<file path="config.mk">
export PLATFORM = sky130hd
export DESIGN_NAME = multicycle_ctrl
export DESIGN_NICKNAME = d
export VERILOG_FILES = /design/src/rtl/mc_pkg.sv /design/src/rtl/mc_wait_timer.sv /design/src/rtl/multicycle_ctrl.sv
export SDC_FILE = /design/constraint.sdc
export NUM_CORES = 1
export LEC_CHECK = 0
export CAP_MARGIN = 20
export CORE_ASPECT_RATIO = 1.25
export CORE_UTILIZATION = 51
export CTS_CLUSTER_DIAMETER = 150
export DETAILED_ROUTE_END_ITERATION = 16
export PLACE_DENSITY = 0.85
export SYNTH_ARGS = -nofsm -noshare
export SYNTH_HDL_FRONTEND = slang
export SYNTH_HIERARCHICAL = 1
export SYNTH_SLANG_ARGS = --single-unit
export TNS_END_PERCENT = 30
</file>
<file path="constraint.sdc">
create_clock -name clk -period 7.7 [get_ports clk]
set_clock_uncertainty 0.05 [all_clocks]
set_input_delay 1.54 -clock clk [delete_from_list [all_inputs] [get_ports clk]]
set_output_delay 1.54 -clock clk [all_outputs]
set_load 0.005 [all_outputs]
</file>
<file path="src/rtl/mc_pkg.sv">
// Shared types and encodings for the multicycle MIPS controller.
// Covers the state codes, opcode/funct values and datapath mux selects.
package mc_pkg;

    typedef enum logic [3:0] {
        StFetch   = 4'd0,
        StDecode  = 4'd1,
        StMemAdr  = 4'd2,
        StMemRd   = 4'd3,
        StMemWb   = 4'd4,
        StMemWr   = 4'd5,
        StRtypeEx = 4'd6,
        StRtypeWb = 4'd7,
        StBeq     = 4'd8,
        StAddiEx  = 4'd9,
        StAddiWb  = 4'd10,
        StJump    = 4'd11,
        StJal     = 4'd12,
        StJr      = 4'd13
    } state_t;

    localparam logic [5:0] OP_RTYPE = 6'b000000;
    localparam logic [5:0] OP_LW    = 6'b100011;
    localparam logic [5:0] OP_SW    = 6'b101011;
    localparam logic [5:0] OP_BEQ   = 6'b000100;
    localparam logic [5:0] OP_ADDI  = 6'b001000;
    localparam logic [5:0] OP_J     = 6'b000010;
    localparam logic [5:0] OP_JAL   = 6'b000011;
    localparam logic [5:0] FUNCT_JR = 6'b001000;

    localparam logic [1:0] ALUOP_ADD   = 2'b00;
    localparam logic [1:0] ALUOP_SUB   = 2'b01;
    localparam logic [1:0] ALUOP_FUNCT = 2'b10;

    localparam logic [1:0] SRCB_RT     = 2'b00;
    localparam logic [1:0] SRCB_FOUR   = 2'b01;
    localparam logic [1:0] SRCB_IMM    = 2'b10;
    localparam logic [1:0] SRCB_IMM_SH = 2'b11;

    localparam logic [1:0] PCSRC_ALU    = 2'b00;
    localparam logic [1:0] PCSRC_ALUOUT = 2'b01;
    localparam logic [1:0] PCSRC_JUMP   = 2'b10;
    localparam logic [1:0] PCSRC_RS     = 2'b11;

    // States that hold a memory access open and wait on mem_ready.
    function automatic logic is_mem_state(input state_t s);
        return (s == StFetch) || (s == StMemRd) || (s == StMemWr);
    endfunction

endpackage

</file>
<file path="src/rtl/mc_wait_timer.sv">
// Wait-state counter for memory accesses; flags a timeout after WAIT_MAX
// consecutive not-ready cycles. Saturates instead of wrapping.
module mc_wait_timer #(
    parameter int unsigned WAIT_MAX = 15,
    parameter int unsigned CNT_W    = 8
) (
    input  logic clk,
    input  logic rst,
    input  logic active,
    input  logic ready,
    input  logic clear,
    output logic timeout
);

    localparam logic [CNT_W-1:0] Limit  = CNT_W'(WAIT_MAX - 1);
    localparam logic [CNT_W-1:0] CntMax = '1;

    logic [CNT_W-1:0] cnt_q, cnt_d;

    assign timeout = active && !ready && (cnt_q == Limit);

    always_comb begin
        cnt_d = cnt_q;
        if (clear || !active || ready || timeout) begin
            cnt_d = '0;
        end else if (cnt_q != CntMax) begin
            cnt_d = cnt_q + CNT_W'(1);
        end
    end

    always_ff @(posedge clk) begin
        if (rst) begin
            cnt_q <= '0;
        end else begin
            cnt_q <= cnt_d;
        end
    end

endmodule

</file>
<file path="src/rtl/multicycle_ctrl.sv">
// Multicycle MIPS control FSM: sequences fetch/decode/execute over several
// cycles, with a memory ready handshake, wait-state timeout and illegal-op flag.
module multicycle_ctrl
    import mc_pkg::*;
#(
    parameter int unsigned WAIT_MAX = 15,
    parameter int unsigned CNT_W    = 8
) (
    input  logic       clk,
    input  logic       rst,
    input  logic [5:0] opcode,
    input  logic [5:0] funct,
    input  logic       zero,
    input  logic       mem_ready,
    output logic       pcwrite,
    output logic       iord,
    output logic       memread,
    output logic       memwrite,
    output logic       irwrite,
    output logic       regdst,
    output logic       memtoreg,
    output logic       regwrite,
    output logic       jal,
    output logic       alusrca,
    output logic [1:0] alusrcb,
    output logic [1:0] aluop,
    output logic [1:0] pcsrc,
    output logic       instr_done,
    output logic       illegal,
    output logic       mem_err,
    output logic [3:0] state
);

    state_t state_q, state_d;
    logic   timeout;
    logic   clear;
    logic   op_legal;

    assign op_legal = (opcode == OP_LW) || (opcode == OP_SW) || (opcode == OP_RTYPE) ||
                      (opcode == OP_BEQ) || (opcode == OP_ADDI) || (opcode == OP_J) ||
                      (opcode == OP_JAL);

    // A timeout in FETCH keeps the state but must still restart the count.
    assign clear = (state_d != state_q);

    mc_wait_timer #(
        .WAIT_MAX(WAIT_MAX),
        .CNT_W   (CNT_W)
    ) u_wait_timer (
        .clk    (clk),
        .rst    (rst),
        .active (is_mem_state(state_q)),
        .ready  (mem_ready),
        .clear  (clear),
        .timeout(timeout)
    );

    always_comb begin
        state_d = state_q;
        case (state_q)
            StFetch: begin
                if (mem_ready)    state_d = StDecode;
                else if (timeout) state_d = StFetch;
            end
            StDecode: begin
                case (opcode)
                    OP_LW, OP_SW: state_d = StMemAdr;
                    OP_RTYPE:     state_d = (funct == FUNCT_JR) ? StJr : StRtypeEx;
                    OP_BEQ:       state_d = StBeq;
                    OP_ADDI:      state_d = StAddiEx;
                    OP_J:         state_d = StJump;
                    OP_JAL:       state_d = StJal;
                    default:      state_d = StFetch;
                endcase
            end
            StMemAdr:  state_d = (opcode == OP_LW) ? StMemRd : StMemWr;
            StMemRd: begin
                if (mem_ready)    state_d = StMemWb;
                else if (timeout) state_d = StFetch;
            end
            StMemWr: begin
                if (mem_ready || timeout) state_d = StFetch;
            end
            StRtypeEx: state_d = StRtypeWb;
            StAddiEx:  state_d = StAddiWb;
            default:   state_d = StFetch;
        endcase
    end

    always_ff @(posedge clk) begin
        if (rst) begin
            state_q <= StFetch;
        end else begin
            state_q <= state_d;
        end
    end

    always_comb begin
        pcwrite    = 1'b0;
        iord       = 1'b0;
        memread    = 1'b0;
        memwrite   = 1'b0;
        irwrite    = 1'b0;
        regdst     = 1'b0;
        memtoreg   = 1'b0;
        regwrite   = 1'b0;
        jal        = 1'b0;
        alusrca    = 1'b0;
        alusrcb    = SRCB_RT;
        aluop      = ALUOP_ADD;
        pcsrc      = PCSRC_ALU;
        instr_done = 1'b0;
        illegal    = 1'b0;
        mem_err    = 1'b0;
        state      = 4'd0;
        if (!rst) begin
            state   = state_q;
            mem_err = timeout;
            case (state_q)
                StFetch: begin
                    memread = 1'b1;
                    alusrcb = SRCB_FOUR;
                    irwrite = mem_ready;
                    pcwrite = mem_ready;
                end
                StDecode: begin
                    alusrcb = SRCB_IMM_SH;
                    illegal = !op_legal;
                end
                StMemAdr: begin
                    alusrca = 1'b1;
                    alusrcb = SRCB_IMM;
                end
                StMemRd: begin
                    memread = 1'b1;
                    iord    = 1'b1;
                end
                StMemWb: begin
                    regwrite   = 1'b1;
                    memtoreg   = 1'b1;
                    instr_done = 1'b1;
                end
                StMemWr: begin
                    memwrite   = 1'b1;
                    iord       = 1'b1;
                    instr_done = mem_ready;
                end
                StRtypeEx: begin
                    alusrca = 1'b1;
                    aluop   = ALUOP_FUNCT;
                end
                StRtypeWb: begin
                    regwrite   = 1'b1;
                    regdst     = 1'b1;
                    instr_done = 1'b1;
                end
                StBeq: begin
                    alusrca    = 1'b1;
                    aluop      = ALUOP_SUB;
                    pcsrc      = PCSRC_ALUOUT;
                    pcwrite    = zero;
                    instr_done = 1'b1;
                end
                StAddiEx: begin
                    alusrca = 1'b1;
                    alusrcb = SRCB_IMM;
                end
                StAddiWb: begin
                    regwrite   = 1'b1;
                    instr_done = 1'b1;
                end
                StJump: begin
                    pcsrc      = PCSRC_JUMP;
                    pcwrite    = 1'b1;
                    instr_done = 1'b1;
                end
                StJal: begin
                    pcsrc      = PCSRC_JUMP;
                    pcwrite    = 1'b1;
                    regwrite   = 1'b1;
                    jal        = 1'b1;
                    instr_done = 1'b1;
                end
                StJr: begin
                    pcsrc      = PCSRC_RS;
                    pcwrite    = 1'b1;
                    instr_done = 1'b1;
                end
                default: ;
            endcase
        end
    end

endmodule
</file>
==> results of run 1 <==
[worst register-to-register path, delay by kind of cell, from the launching register on]
| family | cells | cell delay [ns] |
|---|---|---|
| flops | 1 | 0.81 |
| simple gates | 6 | 1.46 |
| mux | 1 | 0.10 |
| compound gates | 6 | 1.35 |
[registers in the layout, indices dropped and copies added, names as in the netlist]
name / count
u_wait_timer/cnt_q: 8
state_q: 4
[synth_stat cells, types with 2 or more instances]
cell / instances / share of area, %
nor2_1: 16 / 4.4
dfxtp_1: 12 / 18
nand2_1: 11 / 3.0
nor3_1: 10 / 3.7
a21oi_1: 9 / 3.3
nor4_1: 9 / 4.2
nor2b_1: 7 / 3.2
and3_1: 6 / 2.8
buf_2: 6 / 2.2
nand3_1: 6 / 2.2
nor3_2: 4 / 3.0
o21ai_0: 4 / 1.5
a211oi_2: 3 / 2.8
a31oi_1: 3 / 1.4
buf_6: 3 / 2.5
inv_1: 3 / 0.83
mux2i_1: 3 / 2.2
nand2b_1: 3 / 1.4
or3_1: 3 / 1.4
a211oi_1: 2 / 1.1
a221oi_1: 2 / 1.3
buf_4: 2 / 1.1
clkbuf_1: 2 / 0.55
ha_1: 2 / 1.8
nand4_1: 2 / 0.92
o31ai_1: 2 / 1.1
[per-stage QoR]
step,total power [uW],hold WS (ns)
finish,137,0.559
global route,145,0.605
CTS,140,0.557
detailed placement,103,0.546
global placement,102,0.536
floorplan,86.9,0.504
[logic make-up (layout without fill, tap and decap cells)]
group	Yosys count	after routing	share of synthesized area, %
fa+ha+maj	2	2	1.85
simple gates	98	98	45.8
compound gates	38	38	23.4
xor+xnor	1	1	0.647
mux	4	4	3.05
buf+inv	17	44	7.49
flops	12	12	17.7
[area by class of cell]
type | count | area share [%]
Tap cell | 33 | 2.42
Multi-Input combinational cell | 143 | 59.3
Clock buffer | 3 | 1.32
Sequential cell | 12 | 14.1
Timing Repair Buffer | 38 | 22.3
Inverter | 3 | 0.659
[layer usage]
metal  up-vias  wire, um  track usage, %
li1        709         -               -
met1       656      1310            28.3
met2        67      1740            46.1
met3         2       187            1.52
met4         0         9            9.52
met5         -         0               0
[worst max-delay path by stage]
stage | startpoint | end | slack (ns) | cells past startpoint
2_1_floorplan | opcode[1] | illegal | 3.78 | 7
5_1_grt | rst | pcwrite | 2.25 | 6
4_1_cts | rst | pcwrite | 2.47 | 6
3_3_place_gp | rst | pcwrite | 2.52 | 6
3_5_place_dp | rst | pcwrite | 2.48 | 6
6_report | rst | pcwrite | 2.47 | 6
[power breakdown]
part           internal (uW)  switching (uW)  leakage (uW)
registers               62.8            2.57     0.0000970
logic                   20.0            16.5      0.000457
clock network           18.0            17.3     0.0000138
==> run summary, run 1 <==
RUN STATUS
-------------------------------------------------------------------------------
Result of the run ................................................    completed

CLOCKING
-------------------------------------------------------------------------------
Number of post-CTS setup repair buffers ..........................            0
Htree depth ......................................................            1
Cells resized by post-CTS repair .................................            0
Num Clock Sinks ..................................................           12
Clk Latency, worst-skew pair .....................................      0.26 ns
Hold buffer count at cts .........................................            0
Clock tree from TritonCTS ........................................          yes
Total CTS buffers ................................................            3
CTS Buffer Depth .................................................            2
Clock-pin slew on the worst setup and hold paths .................      0.06 ns
Clock root cell ..................................................     clkbuf_4

CRITICAL PATH
-------------------------------------------------------------------------------
Startpoint types .................................................   input port
Reg2Reg Capture Point ............................................ u_wait_timer/cnt_q[3]
Highest net fanout along the worst path ..........................           22
CP delay by family, top .......................................... buffers and inverters
Start of the worst register-to-register path .....................   state_q[2]
Worst reg-to-reg setup slack .....................................      3.86 ns
Worst setup path class ........................................... input port to primary output
Cell seen most often among critical-path stages .................. clkdlybuf4s50_1
Reg2reg path depth ...............................................           13
Cell with the largest stage delay on the worst path .............. clkdlybuf4s50_1
Critical path, cell by cell ...................................... clkdlybuf4s50_1 -> nand2b_1 -> nor4_1 -> nand2_1 -> o21ai_0 -> clkdlybuf4s50_1
CP Capture Type .................................................. primary output
Maximum single-stage delay on the critical path ..................      0.78 ns
CP Data Required Time ............................................      6.11 ns
Arrival time of data at the critical path endpoint ...............      3.64 ns
Number of buffers and inverters on the critical path .............            2

POWER AND IR DROP
-------------------------------------------------------------------------------
Power per Cell Area ..............................................  80.4 nW/um2
Worst IR Drop VDD ................................................    0.0776 mV
Leakage dissipation ..............................................  0.000567 uW

SYNTH
-------------------------------------------------------------------------------
Syn_nets .........................................................          190
Count of warnings emitted by yosys ...............................            6
Post-Synthesis Cell Area .........................................     1350 um2
Most frequently used flop master after synthesis .................      dfxtp_1
Distinct cell type count after synthesis .........................           63
Number of standard cells after synthesis .........................          172
Number of enable flip-flop cells after synthesis .................            0
Post-Syn Area per Cell ...........................................     7.87 um2
Number of synthesized register bits ..............................           12
Register area share after synthesis ..............................        17.7%
Share of flip-flops with an asynchronous set or reset ............           0%

ROUTE
-------------------------------------------------------------------------------
DRT iter0 DRCs ...................................................           48
Routed Wire Length ...............................................      3.24 mm
Vias after detailed routing ......................................        1,434
Number of design rule violations left after detail routing .......            0
Drt first pass iters .............................................            4
Detail-routed net length per standard cell .......................      14.0 um
Mean number of vias per cell .....................................         6.18
DRT antenna net count ............................................            0

GRT
-------------------------------------------------------------------------------
Number of global-route vias before repair ........................        1,251
Initial antenna violation count ..................................            0
Global-route wire length before repair ...........................      5.32 mm
Sum of overflow across all layers after global routing ...........            0
Maximum number of pins on one net before global-route repair .....           27
All-layer global routing usage ...................................        25.0%

CELLS AND AREA
-------------------------------------------------------------------------------
Post-route cell area .............................................     1710 um2
Core utilization of the finished layout ..........................        68.9%
Number of standard cells in the final layout excluding fillers ...          232
Antenna cell count ...............................................            0
Synthesis-to-finish area growth ..................................        26.2%
Storage element area .............................................      240 um2
Layout cell share with drive strength beyond 1 ...................        13.1%
Filler cell count ................................................          215
Leading cell types in the layout, fill and taps excluded ......... 38 x clkdlybuf4s50_1, 16 x nor2_1, 12 x dfxtp_1
# nets final .....................................................          219
Multi-input logic area ...........................................     1010 um2
Commonest non-fill, non-tap cell in the layout ................... clkdlybuf4s50_1

PLACED DESIGN
-------------------------------------------------------------------------------
HPWL after detailed placement ....................................      2.47 mm
Final weighted congestion of routability-driven global placement .        0.871
Pre-CTS setup slack ..............................................      2.48 ns
Placed instance area .............................................     1690 um2
Number of input and output port buffers inserted .................           38
Total placed cells including tap cells ...........................          229

STA
-------------------------------------------------------------------------------
Final setup violation count ......................................            0
Least-Margin Pin Slew ............................................     0.750 ns
Min Clock Period, post-route .....................................      5.23 ns
Min setup slack post-route .......................................      2.47 ns
Max-slew violation total from the final report ...................            0
Fin. Hold Viols ..................................................            0
Fin Setup TNS ....................................................         0 ns
RSZ-0062 raised after global routing .............................        false
Period utilisation layout ........................................        67.9%
Max-slew headroom ................................................        49.9%
Maximum operating frequency ......................................      191 MHz

FLOORPLAN
-------------------------------------------------------------------------------
Die H ............................................................      59.6 um
Std-Cell Rows ....................................................           20
Placeable core area ..............................................     2480 um2
Top-Level Pins ...................................................           39
Initial Utilization ..............................................        54.6%
X dimension of the die ...........................................      48.1 um
Area of the die ..................................................     2870 um2

RUN
-------------------------------------------------------------------------------
Count of max-cap constraint violations ...........................            0

MIN PATH
-------------------------------------------------------------------------------
Type of the tightest min-delay check ............................. register to register
Hold path endpoint ............................................... u_wait_timer/cnt_q[2]
Worst hold start ................................................. u_wait_timer/cnt_q[2]
Number of cells on the worst hold path ...........................            2

Note: power is estimated with default switching activity, not from simulation.
==> run 2, diff against run 1 <==
--- a/config.mk
+++ b/config.mk
@@ -7,10 +7,10 @@
 export LEC_CHECK = 0
 export CAP_MARGIN = 20
 export CORE_ASPECT_RATIO = 1.25
-export CORE_UTILIZATION = 51
+export CORE_UTILIZATION = 48
 export CTS_CLUSTER_DIAMETER = 150
 export DETAILED_ROUTE_END_ITERATION = 16
-export PLACE_DENSITY = 0.85
+export PLACE_DENSITY = 0.81
 export SYNTH_ARGS = -nofsm -noshare
 export SYNTH_HDL_FRONTEND = slang
 export SYNTH_HIERARCHICAL = 1
==> constraint.sdc (replaced) <==
create_clock -name clk -period 5.4 [get_ports clk]
set_clock_uncertainty 0.05 [all_clocks]
set_input_delay 1.08 -clock clk [delete_from_list [all_inputs] [get_ports clk]]
set_output_delay 1.08 -clock clk [all_outputs]
set_load 0.005 [all_outputs]
==> run 2 against run 1 <==
Against the previous run:
- non-clock buffer count did not move
- final cell count rose by 0.43%
- sequential power rose by 43%
- sequential share of layout area barely moved
- register-to-register slack got worse by 2.3 ns
- wire length rose by 3.3%
- die area rose by 6.0%
- via count fell by 1.7%
- utilization fell by 5.2 points
- power rose by 43%
- global-route usage fell by 2.7 points
- largest cell class unchanged
- largest power group unchanged
==> run summary, run 2 (synthesized netlist as in run 1, its figures left out) <==
STA
-------------------------------------------------------------------------------
Least-Margin Pin Slew ............................................     0.776 ns   was 0.750 ns
Max-slew headroom ................................................        48.2%   was 49.9%
Final setup violation count ......................................            0   unchanged
Fin Hold WS ......................................................     0.562 ns   was 0.559 ns
Period utilisation layout ........................................        80.2%
Maximum operating frequency ......................................      231 MHz
Max-slew violation total from the final report ...................            0   unchanged
Fin. Hold Viols ..................................................            0   unchanged
Fin Setup TNS ....................................................         0 ns   unchanged
RSZ-0062 raised after global routing .............................        false   unchanged
Min Clock Period, post-route .....................................      4.33 ns

CLOCKING
-------------------------------------------------------------------------------
CTS Buffer Depth .................................................            2   unchanged
Clock-pin slew on the worst setup and hold paths .................      0.07 ns   was 0.06 ns
Total CTS buffers ................................................            3   unchanged
Clock root cell ..................................................     clkbuf_4   unchanged
Htree depth ......................................................            1   unchanged
Cells resized by post-CTS repair .................................            0   unchanged
Hold buffer count at cts .........................................            0   unchanged
Clk Latency, worst-skew pair .....................................      0.26 ns   about the same
Number of post-CTS setup repair buffers ..........................            0   unchanged
Num Clock Sinks ..................................................           12   unchanged
Clock tree from TritonCTS ........................................          yes   unchanged

POWER AND IR DROP
-------------------------------------------------------------------------------
Psw ..............................................................      52.8 uW   was 36.4 uW
Switching share of total power ...................................        26.9%   was 26.5%
Leakage dissipation ..............................................  0.000567 uW   unchanged
Power Internal ...................................................       144 uW   was 101 uW
Worst IR Drop VDD ................................................     0.119 mV   was 0.0776 mV
Power share of the combinational group ...........................        26.4%   was 26.6%
Register share of total power ....................................        47.4%   was 47.7%
Clock Power Share ................................................        26.2%   was 25.8%
Power per Cell Area ..............................................   115 nW/um2   was 80.4 nW/um2

ROUTE
-------------------------------------------------------------------------------
Drt first pass iters .............................................            4   unchanged
DRT iter0 DRCs ...................................................           47   was 48
Vias after detailed routing ......................................        1,409   was 1,434
Mean number of vias per cell .....................................         6.05   was 6.18
Routed Wire Length ...............................................      3.35 mm   was 3.24 mm
Detail-routed net length per standard cell .......................      14.4 um   was 14.0 um
Number of design rule violations left after detail routing .......            0   unchanged
DRT antenna net count ............................................            0   unchanged

CRITICAL PATH
-------------------------------------------------------------------------------
Launching instance or port of the critical path ..................          rst   unchanged
Worst reg-to-reg setup slack .....................................      1.52 ns   was 3.86 ns
CP Data Required Time ............................................      4.27 ns   was 6.11 ns
Arrival time of data at the critical path endpoint ...............      3.20 ns   was 3.64 ns
Reg2reg path depth ...............................................           13   unchanged
Highest net fanout along the worst path ..........................           22   unchanged
CP Capture Type .................................................. primary output   unchanged
Reg2Reg Capture Point ............................................ u_wait_timer/cnt_q[3]   unchanged
Worst setup path class ........................................... input port to primary output   unchanged
Start of the worst register-to-register path .....................   state_q[2]   unchanged
Worst setup endpoint .............................................      pcwrite   unchanged
Startpoint types .................................................   input port   unchanged

GRT
-------------------------------------------------------------------------------
Maximum number of pins on one net before global-route repair .....           27   unchanged
Global-route wire length before repair ...........................      5.42 mm   was 5.32 mm
Sum of overflow across all layers after global routing ...........            0   unchanged
All-layer global routing usage ...................................        22.3%   was 25.0%
Number of global-route vias before repair ........................        1,247   was 1,251
Initial antenna violation count ..................................            0   unchanged

CELLS AND AREA
-------------------------------------------------------------------------------
Antenna cell count ...............................................            0   unchanged
Commonest non-fill, non-tap cell in the layout ................... clkdlybuf4s50_1   unchanged
Leading cell types in the layout, fill and taps excluded ......... 38 x clkdlybuf4s50_1, 16 x nor2_1, 12 x dfxtp_1   unchanged
Register containing the most flip-flops in the final layout ...... u_wait_timer/cnt_q   unchanged
Biggest registers after layout ................................... u_wait_timer/cnt_q (8), state_q (4)   unchanged
Layout cell share with drive strength beyond 1 ...................        13.1%   unchanged
Synthesis-to-finish area growth ..................................        26.2%   about the same
Number of flip-flops in the largest register .....................            8   unchanged
# nets final .....................................................          219   unchanged
Post-route cell area .............................................     1710 um2   about the same

FLOORPLAN
-------------------------------------------------------------------------------
X dimension of the die ...........................................      49.5 um   was 48.1 um
Top-Level Pins ...................................................           39   unchanged
Area of the die ..................................................     3040 um2   was 2870 um2
Placeable core area ..............................................     2680 um2   was 2480 um2
Std-Cell Rows ....................................................           21   was 20
Die H ............................................................      61.4 um   was 59.6 um
Initial Utilization ..............................................        50.5%   was 54.6%

RUN STATUS
-------------------------------------------------------------------------------
Result of the run ................................................    completed   unchanged

RUN
-------------------------------------------------------------------------------
Count of max-cap constraint violations ...........................            0   unchanged

PLACED DESIGN
-------------------------------------------------------------------------------
Number of input and output port buffers inserted .................           38   unchanged
Final weighted congestion of routability-driven global placement .        0.814   was 0.871
HPWL after detailed placement ....................................      2.50 mm   was 2.47 mm
Placed instance area .............................................     1690 um2   about the same

MIN PATH
-------------------------------------------------------------------------------
Number of cells on the worst hold path ...........................            2   unchanged
Type of the tightest min-delay check ............................. register to register   unchanged

-- run 2: layer usage --
metal | track usage (%) | share of wire, %
met2 | 44.0 | 54
met5 | 0 | 0
met3 | 1.98 | 3.7
met1 | 25.0 | 41
met4 | 8.57 | 1.4
-- run 2: critical path, cell delays in order --
cell	delay, ns
clkdlybuf4s50_1	0.77
nand2b_1	0.36
nor4_1	0.30
nand2_1	0.09
o21ai_0	0.07
clkdlybuf4s50_1	0.52
-- run 2: stage by stage --
step | setup WS, ns | total power, uW | instances | utilization, %
floorplan | 2.32 | 124 | 172 | -
global placement | 1.13 | 146 | 230 | 62.9
detailed placement | 1.07 | 147 | 230 | 62.9
CTS | 1.07 | 200 | 233 | 63.8
global route | 0.856 | 209 | 233 | 63.8
finish | 1.07 | 197 | 233 | 63.8
-- run 2: worst min path at each step --
| stage | start | to |
|---|---|---|
| floorplan | u_wait_timer/cnt_q[2] | u_wait_timer/cnt_q[2] |
| global placement | u_wait_timer/cnt_q[2] | u_wait_timer/cnt_q[2] |
| detailed placement | u_wait_timer/cnt_q[2] | u_wait_timer/cnt_q[2] |
| CTS | u_wait_timer/cnt_q[2] | u_wait_timer/cnt_q[2] |
| global route | u_wait_timer/cnt_q[0] | u_wait_timer/cnt_q[3] |
| finish | u_wait_timer/cnt_q[0] | u_wait_timer/cnt_q[3] |
-- run 2: area by class of cell --
class | count | area, um2
clock buffers | 3 | 22.5
repair buffers | 38 | 380
well taps | 34 | 42.5
multi-input cells | 143 | 1010
inverters | 3 | 11.3
fillers | 262 | 971
flip-flops and latches | 12 | 240
-- run 2: power groups by stage --
stage	sequential [uW]	clock [uW]	combinational, uW
after floorplan	93.1	0	30.8
after global routing	93.5	59.3	56.6
after CTS	93.1	54.7	52.0
after global placement	95.1	0	50.4
final	93.2	51.5	51.9
after detailed placement	95.2	0	51.8
==> run 3, diff against run 2 <==
--- a/config.mk
+++ b/config.mk
@@ -7,10 +7,10 @@
 export LEC_CHECK = 0
 export CAP_MARGIN = 20
 export CORE_ASPECT_RATIO = 1.25
-export CORE_UTILIZATION = 48
+export CORE_UTILIZATION = 43
 export CTS_CLUSTER_DIAMETER = 150
 export DETAILED_ROUTE_END_ITERATION = 16
-export PLACE_DENSITY = 0.81
+export PLACE_DENSITY = 0.76
 export SYNTH_ARGS = -nofsm -noshare
 export SYNTH_HDL_FRONTEND = slang
 export SYNTH_HIERARCHICAL = 1
==> constraint.sdc (replaced) <==
create_clock -name clk -period 3.9 [get_ports clk]
set_clock_uncertainty 0.05 [all_clocks]
set_input_delay 0.78 -clock clk [delete_from_list [all_inputs] [get_ports clk]]
set_output_delay 0.78 -clock clk [all_outputs]
set_load 0.005 [all_outputs]
==> run 3 against run 2 <==
Against the previous run:
- global-route usage is 0.20 points lower
- die area increased by 11%
- first-iteration DRC count is the same
- final cell count grew 3.4%
- sequential share of layout area fell by 0.43 points
- largest cell class unchanged
- register-to-register slack got worse by 0.91 ns
- largest power group unchanged
==> run summary, run 3 (synthesized netlist as in run 1, its figures left out) <==
RUN STATUS
-------------------------------------------------------------------------------
Result of the run ................................................    completed   unchanged

POWER AND IR DROP
-------------------------------------------------------------------------------
Power per Cell Area ..............................................   170 nW/um2   was 115 nW/um2
Power consumption ................................................       301 uW   was 197 uW
Leakage dissipation ..............................................  0.000600 uW   was 0.000567 uW
Worst IR Drop VDD ................................................     0.300 mV   was 0.119 mV

GRT
-------------------------------------------------------------------------------
Initial antenna violation count ..................................            0   unchanged
All-layer global routing usage ...................................        22.1%   was 22.3%
Number of global-route vias before repair ........................        1,342   was 1,247
Sum of overflow across all layers after global routing ...........            0   unchanged
Maximum number of pins on one net before global-route repair .....           23   was 27
Global-route wire length before repair ...........................      5.80 mm   was 5.42 mm

STA
-------------------------------------------------------------------------------
RSZ-0062 raised after global routing .............................        false   unchanged
Max-slew headroom ................................................        69.7%   was 48.2%
Fin. Hold Viols ..................................................            0   unchanged
Min Clock Period, post-route .....................................      3.52 ns
Period utilisation layout ........................................        90.2%
Max-slew violation total from the final report ...................            0   unchanged
Fin Setup TNS ....................................................         0 ns   unchanged
Least-Margin Pin Slew ............................................     0.454 ns   was 0.776 ns
Final setup violation count ......................................            0   unchanged
Maximum operating frequency ......................................      284 MHz

PLACED DESIGN
-------------------------------------------------------------------------------
Total placed cells including tap cells ...........................          237   was 230
Number of input and output port buffers inserted .................           38   unchanged
HPWL after detailed placement ....................................      2.52 mm   was 2.50 mm
Final weighted congestion of routability-driven global placement .        0.831   was 0.814

CRITICAL PATH
-------------------------------------------------------------------------------
Worst reg-to-reg setup slack .....................................      0.61 ns   was 1.52 ns
CP Data Required Time ............................................      3.07 ns   was 4.27 ns
Worst setup path class ........................................... input port to primary output   unchanged
Startpoint types .................................................   input port   unchanged
Reg2reg path depth ...............................................           13   unchanged
Maximum single-stage delay on the critical path ..................      0.62 ns   was 0.77 ns
CP delay by family, top .......................................... buffers and inverters   unchanged
Reg2Reg Capture Point ............................................ u_wait_timer/cnt_q[3]   unchanged
Arrival time of data at the critical path endpoint ...............      2.69 ns   was 3.20 ns
Cell with the largest stage delay on the worst path .............. clkdlybuf4s50_1   unchanged
Start of the worst register-to-register path .....................   state_q[2]   unchanged
Highest net fanout along the worst path ..........................            8   was 22
CP Capture Type .................................................. primary output   unchanged
Number of buffers and inverters on the critical path .............            2   unchanged
Critical path, cell by cell ...................................... clkdlybuf4s50_1 -> a21o_2 -> nor2_1 -> a31oi_1 -> a2bb2oi_1 -> nor2_1 -> nor4_1 -> clkdlybuf4s50_1   was clkdlybuf4s50_1 -> nand2b_1 -> nor4_1 -> nand2_1 -> o21ai_0 -> clkdlybuf4s50_1

MIN PATH
-------------------------------------------------------------------------------
Number of cells on the worst hold path ...........................            1   was 2
Hold path endpoint ............................................... u_wait_timer/cnt_q[7]   was u_wait_timer/cnt_q[3]
Worst hold start ................................................. u_wait_timer/cnt_q[7]   was u_wait_timer/cnt_q[0]
Type of the tightest min-delay check ............................. register to register   unchanged

CELLS AND AREA
-------------------------------------------------------------------------------
Number of flip-flops in the largest register .....................            8   unchanged
Layout cell share with drive strength beyond 1 ...................        15.6%   was 13.1%
Commonest non-fill, non-tap cell in the layout ................... clkdlybuf4s50_1   unchanged
Leading cell types in the layout, fill and taps excluded ......... 38 x clkdlybuf4s50_1, 16 x nor2_1, 12 x dfxtp_1   unchanged
Antenna cell count ...............................................            0   unchanged
Synthesis-to-finish area growth ..................................        30.2%   was 26.2%
Core utilization of the finished layout ..........................        59.3%   was 63.8%
# nets final .....................................................          224   was 219
Biggest registers after layout ................................... u_wait_timer/cnt_q (8), state_q (4)   unchanged
Register containing the most flip-flops in the final layout ...... u_wait_timer/cnt_q   unchanged
Number of standard cells in the final layout excluding fillers ...          241   was 233

FLOORPLAN
-------------------------------------------------------------------------------
Placeable core area ..............................................     2970 um2   was 2680 um2
X dimension of the die ...........................................      52.2 um   was 49.5 um
Std-Cell Rows ....................................................           22   was 21
Die H ............................................................      64.7 um   was 61.4 um
Top-Level Pins ...................................................           39   unchanged
Area of the die ..................................................     3380 um2   was 3040 um2
Initial Utilization ..............................................        45.5%   was 50.5%

ROUTE
-------------------------------------------------------------------------------
Vias after detailed routing ......................................        1,449   was 1,409
DRT antenna net count ............................................            0   unchanged
Routed Wire Length ...............................................      3.33 mm   was 3.35 mm
DRT iter0 DRCs ...................................................           47   unchanged
Mean number of vias per cell .....................................         6.01   was 6.05
Drt first pass iters .............................................            4   unchanged
Number of design rule violations left after detail routing .......            0   unchanged
Detail-routed net length per standard cell .......................      13.8 um   was 14.4 um

CLOCKING
-------------------------------------------------------------------------------
Number of post-CTS setup repair buffers ..........................            0   unchanged
Hold buffer count at cts .........................................            0   unchanged
Htree depth ......................................................            1   unchanged
Clock-pin slew on the worst setup and hold paths .................      0.07 ns   about the same
Cells resized by post-CTS repair .................................            0   unchanged
Clock root cell ..................................................     clkbuf_4   unchanged
Clock tree from TritonCTS ........................................          yes   unchanged
Clk Latency, worst-skew pair .....................................      0.27 ns   was 0.26 ns
Total CTS buffers ................................................            3   unchanged
Num Clock Sinks ..................................................           12   unchanged
CTS Buffer Depth .................................................            2   unchanged

RUN
-------------------------------------------------------------------------------
Count of max-cap constraint violations ...........................            0   unchanged

-- run 3: cell types whose count changed in the layout (fill, tap and decap cells not counted) --
cell	before	now
buf_4	0	5
clkbuf_8	0	1
-- run 3: worst register-to-register path: stages (launching register included) --
cell	delay, ns
dfxtp_1	0.37
and2b_1	0.24
or3_1	0.34
a21oi_1	0.16
and4b_2	0.31
nor2_1	0.06
nand3_1	0.13
o211ai_4	0.10
a21oi_4	0.21
mux2i_1	0.10
a221o_1	0.34
nor4b_2	0.27
a21bo_4	0.31
a211oi_2	0.21
-- run 3: final cells by class --
cell class	count	area [um2]
Timing Repair Buffer	43	418
Multi-Input combinational cell	143	1010
Clock buffer	4	36.3
Sequential cell	12	240
Inverter	3	11.3
Tap cell	36	45.0
Fill cell	279	1210
-- run 3: how the worst max path moves through the flow --
stage,from,cells after the start,end,slack (ns)
2_1_floorplan,state_q[2],13,u_wait_timer/cnt_q[3],0.89
3_3_place_gp,opcode[1],8,illegal,0.43
3_5_place_dp,opcode[1],8,illegal,0.38
4_1_cts,opcode[1],8,illegal,0.39
5_1_grt,opcode[1],8,illegal,0.26
6_report,opcode[1],8,illegal,0.38
-- run 3: routing by layer --
metal  global-route usage [%]  share of wire (%)  vias to the layer above
met5                        0                  0                        -
met4                     5.26               0.48                        0
met3                     3.99                5.3                        4
met2                     39.3                 53                       53
met1                     26.8                 42                      669
li1                         -                  -                      723
-- run 3: report_power, final --
part           internal, uW  total, uW  leakage (uW)  switching, uW
sequential              124        126     0.0000970           2.17
clock                  56.8       96.5     0.0000210           39.8
combinational          41.9       77.9      0.000482           36.0
total                   223        301      0.000600           78.0
-- run 3: per-stage QoR --
step | setup slack [ns] | hold slack, ns | instance area (um2)
5_1_grt | 0.259 | 0.590 | 1760
3_5_place_dp | 0.381 | 0.555 | 1730
3_3_place_gp | 0.428 | 0.531 | 1730
4_1_cts | 0.386 | 0.573 | 1760
2_1_floorplan | 0.892 | 0.504 | 1350
6_report | 0.382 | 0.580 | 1760
